File: config.mk
export PLATFORM = sky130hd
export DESIGN_NAME = audio_serial_capture
export DESIGN_NICKNAME = d
export VERILOG_FILES = /design/src/rtl/audio_pkg.sv /design/src/rtl/audio_bit_clock_gen.sv /design/src/rtl/audio_serial_capture.sv
export SDC_FILE = /design/constraint.sdc
export NUM_CORES = 1
export LEC_CHECK = 0
export BUFFER_PORTS_ARGS = -buffer_cell sky130_fd_sc_hd__buf_2
export CORE_AREA = 2 2 88 90
export DETAILED_ROUTE_END_ITERATION = 8
export DIE_AREA = 0 0 90 92
export PLACE_DENSITY = 0.65
export SETUP_SLACK_MARGIN = 0.02
export SLEW_MARGIN = 25
export SYNTH_ARGS = -nofsm -noshare
export SYNTH_HDL_FRONTEND = slang
export SYNTH_SLANG_ARGS = --single-unit
File: constraint.sdc
create_clock -name Clock_100MHz -period 2.5 [get_ports Clock_100MHz]
set_input_delay 0.125 -clock Clock_100MHz [delete_from_list [all_inputs] [get_ports Clock_100MHz]]
set_output_delay 0.125 -clock Clock_100MHz [all_outputs]
set_load 0.03 [all_outputs]
File: src/rtl/audio_pkg.sv
// Shared constants and capture-state encoding for the serial audio link.
package audio_pkg;

   localparam int CLK_DIV_HALF = 71;
   localparam int WORD_W       = 16;
   localparam int DEPTH        = 176400;
   localparam int ADDR_W       = 18;
   localparam int ADDR_BASE    = 1;

   typedef enum logic [1:0] {
      ST_IDLE    = 2'd0,
      ST_ARM     = 2'd1,
      ST_CAPTURE = 2'd2,
      ST_DONE    = 2'd3
   } cap_state_t;

endpackage

File: src/rtl/audio_bit_clock_gen.sv
// Bit-clock generator: free-running half-period divider, BIT_CLK toggle,
// and one-cycle strobes marking the cycle just before each BIT_CLK edge.
module audio_bit_clock_gen
   import audio_pkg::*;
#(
   parameter int DIV_HALF = CLK_DIV_HALF
) (
   input  logic i_clk,
   input  logic i_clr_n,
   output logic o_bit_clk,
   output logic o_rise_tick,
   output logic o_fall_tick
);

   localparam int CNT_W = (DIV_HALF > 1) ? $clog2(DIV_HALF) : 1;
   localparam logic [CNT_W-1:0] CNT_LAST = CNT_W'(DIV_HALF - 1);

   logic [CNT_W-1:0] r_count;
   logic             r_bit_clk;
   logic             w_term;

   assign w_term = (r_count == CNT_LAST);

   // Count 0..DIV_HALF-1, toggle the bit clock at terminal count.
   always_ff @(posedge i_clk) begin
      if (!i_clr_n) begin
         r_count   <= '0;
         r_bit_clk <= 1'b0;
      end else if (w_term) begin
         r_count   <= '0;
         r_bit_clk <= ~r_bit_clk;
      end else begin
         r_count   <= r_count + 1'b1;
      end
   end

   assign o_bit_clk   = r_bit_clk;
   assign o_rise_tick = w_term & ~r_bit_clk;
   assign o_fall_tick = w_term &  r_bit_clk;

endmodule

File: src/rtl/audio_serial_capture.sv
// Serial audio receive path: shifts in MSB-first words on the bit-clock
// rising-edge tick and streams them to an external sample RAM.
//
//  state      | meaning
//  -----------+---------------------------------------------------------
//  ST_IDLE    | out of reset or after Abort; waiting for Start
//  ST_ARM     | Start seen; next capture tick takes the MSB
//  ST_CAPTURE | shifting bits, one write per completed word
//  ST_DONE    | DEPTH samples written; Done held until next Start
module audio_serial_capture
   import audio_pkg::*;
#(
   parameter int P_CLK_DIV_HALF = CLK_DIV_HALF,
   parameter int P_WORD_W       = WORD_W,
   parameter int DEPTH          = audio_pkg::DEPTH,
   parameter int P_ADDR_W       = ADDR_W,
   parameter int P_ADDR_BASE    = ADDR_BASE
) (
   input  logic                Clock_100MHz,
   input  logic                Clear_n,
   input  logic                Start,
   input  logic                Abort,
   input  logic                AUD_DATA_IN,
   output logic                BIT_CLK,
   output logic [P_WORD_W-1:0] Sample_Data,
   output logic                Sample_Valid,
   output logic                Wr_En,
   output logic [P_ADDR_W-1:0] Wr_Addr,
   output logic [P_WORD_W-1:0] Wr_Data,
   output logic                Busy,
   output logic                Done
);

   localparam int BCNT_W = (P_WORD_W > 1) ? $clog2(P_WORD_W) : 1;
   localparam logic [BCNT_W-1:0]   BCNT_TOP  = BCNT_W'(P_WORD_W - 1);
   localparam logic [P_ADDR_W-1:0] ADDR_FRST = P_ADDR_W'(P_ADDR_BASE);
   localparam logic [P_ADDR_W-1:0] ADDR_LAST = P_ADDR_W'(P_ADDR_BASE + DEPTH - 1);

   cap_state_t          r_state;
   logic [P_WORD_W-1:0] r_shift;
   logic [BCNT_W-1:0]   r_bit_cnt;
   logic [P_WORD_W-1:0] r_sample;
   logic                r_valid;
   logic [P_ADDR_W-1:0] r_addr;
   logic                r_busy;
   logic                r_done;

   logic                w_rise_tick;
   logic                w_fall_tick_unused;
   logic [P_WORD_W-1:0] w_shift_next;

   audio_bit_clock_gen #(
      .DIV_HALF (P_CLK_DIV_HALF)
   ) u_bit_clock_gen (
      .i_clk       (Clock_100MHz),
      .i_clr_n     (Clear_n),
      .o_bit_clk   (BIT_CLK),
      .o_rise_tick (w_rise_tick),
      .o_fall_tick (w_fall_tick_unused)
   );

   assign w_shift_next = {r_shift[P_WORD_W-2:0], AUD_DATA_IN};

   // Capture sequencer with registered sample, strobe, address and status.
   always_ff @(posedge Clock_100MHz) begin
      if (!Clear_n) begin
         r_state   <= ST_IDLE;
         r_shift   <= '0;
         r_bit_cnt <= BCNT_TOP;
         r_sample  <= '0;
         r_valid   <= 1'b0;
         r_addr    <= ADDR_FRST;
         r_busy    <= 1'b0;
         r_done    <= 1'b0;
      end else begin
         r_valid <= 1'b0;
         case (r_state)
            ST_IDLE, ST_DONE: begin
               if (Start && !Abort) begin
                  r_state   <= ST_ARM;
                  r_addr    <= ADDR_FRST;
                  r_done    <= 1'b0;
                  r_busy    <= 1'b1;
                  r_bit_cnt <= BCNT_TOP;
               end
            end
            ST_ARM: begin
               if (Abort) begin
                  r_state <= ST_IDLE;
                  r_busy  <= 1'b0;
               end else if (w_rise_tick) begin
                  // The tick that leaves ARM already carries the MSB.
                  r_state   <= ST_CAPTURE;
                  r_shift   <= w_shift_next;
                  r_bit_cnt <= r_bit_cnt - 1'b1;
               end
            end
            ST_CAPTURE: begin
               if (Abort) begin
                  r_state <= ST_IDLE;
                  r_busy  <= 1'b0;
               end else begin
                  if (r_valid) begin
                     if (r_addr == ADDR_LAST) begin
                        r_state <= ST_DONE;
                        r_done  <= 1'b1;
                        r_busy  <= 1'b0;
                     end else begin
                        r_addr <= r_addr + 1'b1;
                     end
                  end
                  if (w_rise_tick) begin
                     r_shift <= w_shift_next;
                     if (r_bit_cnt == '0) begin
                        r_bit_cnt <= BCNT_TOP;
                        r_sample  <= w_shift_next;
                        r_valid   <= 1'b1;
                     end else begin
                        r_bit_cnt <= r_bit_cnt - 1'b1;
                     end
                  end
               end
            end
            default: begin
               r_state <= ST_IDLE;
               r_busy  <= 1'b0;
            end
         endcase
      end
   end

   assign Sample_Data  = r_sample;
   assign Sample_Valid = r_valid;
   assign Wr_En        = r_valid;
   assign Wr_Addr      = r_addr;
   assign Wr_Data      = r_sample;
   assign Busy         = r_busy;
   assign Done         = r_done;

endmodule

==> out/metrics.cfg, run 1 <==
[status]
status=completed

[final_layout]
syn_to_final_growth_pct=15.6
final_cell_mix=85 x nand2_1, 66 x dfxtp_1, 59 x buf_2, 32 x a21boi_0, 22 x nor2_1
diodes=0
fin_nets=437
final_util_pct=49.7
layout.cells.most_common=nand2_1
finalInstanceArea_mm2=0.00370
drive_gt1_share_pct=22.1

[timing]
finalClockSkew_ns=0.00944
setup_tns_ns=0
period_needed_ns=2.04
finalWorstSetupSlack_ns=0.456
tightest_slew_ns=0.577
max-slew-margin-rel_pct=61.2
fmax_ghz=0.489
finalCritPeriodShare_pct=81.8
setup_violations=0
maxSlewViolCount=0
finalHoldViolations=0
rsz0062_at_grt=no

[global_route]
grt_max_degree=47
first_global_vias=2516
antenna_found_initial=0
grt_overflow=0
grt_pass1_wl_mm=11.6
grt_usage_pct=17.1

[clock_network]
cts.sinks=66
cts_tree=built
cts.clk_slew.worst_paths_ns=0.08
clock_path_buffers=2
cts_hold_repair.buffers=0
cts_root_buffer=clkbuf_8
post_cts_resized=0
cts_buffers=9
htree_levels=3
cts_setup_buffers=0
worstSkewPairLatency_ns=0.35

[routing]
drt_iter0_markers=139
antenna_left=0
drt_wl_total_mm=6.81
num_vias=2725
drt_pass1_iterations=4
drt-wirelength-per-cell_um=12.8
vias_per_cell=5.12
route.detailed.drc=0

[synthesis]
ys_top_cells_by_area=dfxtp_1 41%, nand2_1 10%, a21boi_0 7.5%
yosys_warnings=0
synth_nets=392
ys_async_sr_fraction_pct=0
synth_top_area_share_pct=41.3
synth_edf_count=0
ys.flop_type=dfxtp_1
synth_seq_cells=66
synth_area_per_cell_um2=8.42
yosysSeqAreaShare_pct=41.3
synthCells=380
synth_largest_area_cell=dfxtp_1
ys_types=49
netlist_area_mm2=0.00320

[floorplanning]
ios=60
die_w_um=90
core-area_mm2=0.00745
num_rows=32
die_area_mm2=0.00828
start_util_pct=43.0
die_h_um=92

[worst_setup_path]
critPathRequiredTime_ns=2.74
crit_type=reg -> reg
start_kind=flop
cp_max_fo=5
worstPathArrival_ns=2.28
end_kind=flop

[power]
combinationalPowerShare_pct=9.2
p_per_area_mw_per_mm2=623
switching_share_pct=25.5
p_int_mw=1.72
power_mw=2.31
seqPwrFrac_pct=47.3
power.leakage_nw=1.48
ir_worst_vdd_mv=0.333
clkPwrFrac_pct=43.6
p_sw_uw=588

[placed_design]
io_buffers=59
post_dp_cell_area_mm2=0.00347
dpl_worst_slack_ns=0.472
routabilityCongestion=0.860
dp_hpwl_mm=4.77

[min_path]
hp-class=in -> reg

[flow_run]
max_cap_violations=0

[final cells by class]
cell class              count  area (um^2)
fillers                   737         3750
multi-input cells         272         1650
flip-flops and latches     66         1320
repair buffers             64          333
well taps                 102          128
clock buffers               9          124
clock inverters             7          101
inverters                  12         45.0
[worst paths after layout]
check                                  from  slack [ns]  depth (start not counted)          end
worst min-delay path            AUD_DATA_IN        0.03                          3   r_shift[0]
worst max-delay path             r_state[0]        0.46                          7  Wr_Addr[17]
worst max register to register   r_state[0]        0.46                          7  Wr_Addr[17]
worst min register to register         Busy        0.46                          2         Busy
[cell usage after synthesis (3+ instances only)]
cell type  instances
a21boi_0          32
nand4_1            4
nor3_1             4
nand3_1           11
and3_1             8
nor3b_1            3
dfxtp_1           66
nand2b_1           6
xor2_1             3
a31oi_1            6
nor2b_1            3
a21oi_1           18
a221o_1            3
nor4_2             3
nand2_1           85
buf_4             19
xnor2_1            4
ha_1               7
inv_1             12
o21ai_0           13
nor2_1            22
mux2i_1            3
clkbuf_1           9
[cell families (layout without fill, tap and decap cells)]
group	Yosys count	in the layout	share of synthesized area [%]
and+or+nand+nor	170	170	27.7
AOI/OAI and AO/OA	85	85	18.2
DFF	66	66	41.3
buffers and inverters	42	92	7.23
adders and majority gates	7	7	2.74
xor gates and xnor gates	7	7	1.92
muxes	3	3	0.938
[power groups by stage]
| stage | clock network, mW | registers, mW | logic (mW) |
|---|---|---|---|
| final | 1.01 | 1.09 | 0.211 |
| after global routing | 1.07 | 1.09 | 0.235 |
| after CTS | 1.04 | 1.09 | 0.212 |
| after detailed placement | 0 | 1.11 | 0.210 |
| after global placement | 0 | 1.11 | 0.206 |
| after floorplan | 0 | 1.12 | 0.149 |
[routing by layer]
| layer | up-vias | wire length (um) | GRT usage (%) |
|---|---|---|---|
| li1 | 1388 | - | - |
| met1 | 1274 | 3310 | 22.5 |
| met2 | 52 | 3110 | 26.8 |
| met3 | 11 | 266 | 3.20 |
| met4 | 0 | 125 | 8.85 |
| met5 | - | 0 | 0 |
[registers in the layout, indices dropped and copies added, names as in the netlist]
signal,flops
Done,1
r_bit_cnt,4
r_shift,15
Busy,1
r_state,2
u_bit_clock_gen.o_bit_clk,1
u_bit_clock_gen.r_count,7
Sample_Valid,1
Wr_Addr,18
Sample_Data,16
[metrics by stage]
stage	instances	hold slack (ns)
2_1_floorplan	380	0.272
3_3_place_gp	516	0.399
3_5_place_dp	516	0.401
4_1_cts	532	0.0170
5_1_grt	532	0.0526
6_report	532	0.0339
[worst max-delay path: stages, from the launching register on]
cell and delay (ns):
dfxtp_1 0.34, inv_1 0.06, ha_1 0.32, nor2b_1 0.21, nor3_4 0.28, o31ai_4 0.15
and2_2 0.23, a221o_1 0.34
No activity file was read; power rests on OpenSTA's default activity.
==> inputs of run 2 (changes only) <==
PLACE_DENSITY = 0.68   (was 0.65)
clock period = 1.8 ns   (was 2.5 ns; I/O delays follow)
==> out/metrics.cfg, run 2 (same netlist as run 1, synthesis figures left out) <==
[routing]
drt_wl_total_mm=7.98  ; was 6.81 mm
antenna_left=0  ; unchanged
drt_iter0_markers=111  ; was 139
drt-wirelength-per-cell_um=14.1  ; was 12.8 um
vias_per_cell=5.18  ; was 5.12
route.detailed.drc=0  ; unchanged
num_vias=2937  ; was 2725
drt_pass1_iterations=4  ; unchanged

[global_route]
grt_pass1_wl_mm=12.3  ; was 11.6 mm
first_global_vias=2640  ; was 2516
grt_usage_pct=18.1  ; was 17.1%
grt_max_degree=47  ; unchanged
grt_overflow=0  ; unchanged
antenna_found_initial=0  ; unchanged

[final_layout]
largest_register_ffs=18  ; unchanged
finalInstanceArea_mm2=0.00421  ; was 0.00370 mm^2
layout.cells.most_common=nand2_1  ; unchanged
fin_nets=472  ; was 437
diodes=0  ; unchanged
syn_to_final_growth_pct=31.6  ; was 15.6%
final_cell_mix=83 x nand2_1, 60 x buf_2, 52 x dfxtp_1, 29 x buf_4, 22 x nor2_1  ; was 85 x nand2_1, 66 x dfxtp_1, 59 x buf_2, 32 x a21boi_0, 22 x nor2_1
drive_gt1_share_pct=35.7  ; was 22.1%
fillerInstances=675  ; was 737

[timing]
maxSlewViolCount=0  ; unchanged
finalHoldViolations=0  ; unchanged
finalClockSkew_ns=0.0118  ; was 0.00944 ns
fmax_ghz=0.555  ; was 0.489 GHz
setup_violations=1  ; was 0
finalWorstSetupSlack_ns=-0.00248  ; was 0.456 ns
tightest_slew_ns=0.516  ; was 0.577 ns
finalCritPeriodShare_pct=100  ; was 81.8%
period_needed_ns=1.80  ; was 2.04 ns
setup_tns_ns=-0.00248  ; was 0 ns
rsz0062_at_grt=yes  ; was no
max-slew-margin-rel_pct=65.4  ; was 61.2%

[placed_design]
dp_hpwl_mm=5.18  ; was 4.77 mm
io_buffers=59  ; unchanged
post_dp_cell_area_mm2=0.00371  ; was 0.00347 mm^2
dpl_worst_slack_ns=-0.118  ; was 0.472 ns
routabilityCongestion=0.845  ; was 0.860

[flow_run]
max_cap_violations=0  ; unchanged

[worst_setup_path]
crit_type=reg -> reg  ; unchanged
cp_max_fo=6  ; was 5
worstRegToRegCells=8  ; was 7
start_kind=flop  ; unchanged
reg2reg_slack_ns=-0.002  ; was 0.46 ns
cp-startpoint=r_state[0]  ; unchanged
r2r_start=r_state[0]  ; unchanged
timing.rr.end=Wr_Addr[16]  ; was Wr_Addr[17]
critPathRequiredTime_ns=2.03  ; was 2.74 ns
crit_end=Wr_Addr[16]  ; was Wr_Addr[17]
worstPathArrival_ns=2.04  ; was 2.28 ns
end_kind=flop  ; unchanged

[power]
p_per_area_mw_per_mm2=795  ; was 623 mW/mm^2
switching_share_pct=25.1  ; was 25.5%
clkPwrFrac_pct=42.1  ; was 43.6%
combinationalPowerShare_pct=12.7  ; was 9.2%
p_int_mw=2.51  ; was 1.72 mW
power.leakage_nw=1.74  ; was 1.48 nW
seqPwrFrac_pct=45.2  ; was 47.3%
ir_worst_vdd_mv=0.447  ; was 0.333 mV
p_sw_uw=841  ; was 588 uW

[clock_network]
cts.clk_slew.worst_paths_ns=0.07  ; was 0.08 ns
cts_root_buffer=clkbuf_8  ; unchanged
cts_tree=built  ; unchanged
cts_buffers=9  ; unchanged
cts.sinks=66  ; unchanged
worstSkewPairLatency_ns=0.35  ; about the same
clock_path_buffers=2  ; unchanged
htree_levels=3  ; unchanged

[floorplanning]
num_rows=32  ; unchanged
die_area_mm2=0.00828  ; unchanged
ios=60  ; unchanged
core-area_mm2=0.00745  ; unchanged
die_w_um=90  ; unchanged
start_util_pct=43.0  ; unchanged
die_h_um=92  ; unchanged

[min_path]
hp-class=in -> reg  ; unchanged

[status]
status=finished, violations left  ; was completed
failed_checks=setup timing

## run 2: changes by cell type in the layout (fill, tap and decap cells not counted), sizes merged
cell         before  now
buf              64   97
and2b             1    2
clkbuf            9   10
clkinv            2    3
clkinvlp          2    1
dlygate4sd3       0    1
inv              13   12
## run 2: power by group through the flow
stage	sequential (mW)	combinational (mW)	clock (mW)
global placement	1.55	0.340	0
global route	1.52	0.463	1.51
finish	1.52	0.426	1.41
floorplan	1.56	0.230	0
detailed placement	1.55	0.345	0
CTS	1.51	0.375	1.44
## run 2: area by class of cell
| class | count | area, um^2 | area share (%) |
|---|---|---|---|
| multi-input combinational | 273 | 1830 | 43.4 |
| sequential | 66 | 1340 | 31.9 |
| timing repair buffer | 98 | 636 | 15.1 |
| clock buffer | 10 | 138 | 3.27 |
| tap | 102 | 128 | 3.03 |
| clock inverter | 6 | 90.1 | 2.14 |
| inverter | 12 | 47.5 | 1.13 |
## run 2: stage by stage
| stage | instances | hold slack, ns | util (%) | power (mW) |
|---|---|---|---|---|
| after detailed placement | 539 | 0.368 | 49.9 | 1.89 |
| after CTS | 559 | 0.245 | 53.8 | 3.33 |
| after global routing | 567 | 0.291 | 56.6 | 3.50 |
| final | 567 | 0.254 | 56.6 | 3.35 |
| after global placement | 539 | 0.362 | 49.9 | 1.89 |
| after floorplan | 380 | 0.237 | - | 1.79 |
## run 2: worst min path at each step
| stage | from | end | depth (start not counted) |
|---|---|---|---|
| after floorplan | AUD_DATA_IN | Sample_Data[0] | 2 |
| after global placement | AUD_DATA_IN | Sample_Data[0] | 3 |
| after detailed placement | AUD_DATA_IN | Sample_Data[0] | 3 |
| after CTS | Abort | r_state[1] | 4 |
| after global routing | Clear_n | r_bit_cnt[3] | 3 |
| final | Clear_n | r_bit_cnt[3] | 3 |
## run 2: critical path: stages, from the launching register on
cell	delay (ns)
dfxtp_2	0.33
inv_2	0.05
ha_4	0.25
mux2i_4	0.25
nor4b_4	0.10
a21boi_2	0.18
buf_6	0.14
and3_4	0.16
a221o_1	0.24
## run 2: repair_timing
item	4_1_cts	5_1_grt
hold buffers	1	0
hold endpoints to repair	2	0
pin swaps	2	9
gates cloned	0	4
setup buffers	3	4
setup endpoints to repair	17	51
gates resized for setup	4	59
## run 2: layer usage
metal	vias up	wire length (um)	GRT usage [%]
li1	1462	-	-
met1	1389	3540	23.3
met2	76	3980	30.0
met3	10	361	3.70
met4	0	104	6.79
met5	-	0	0
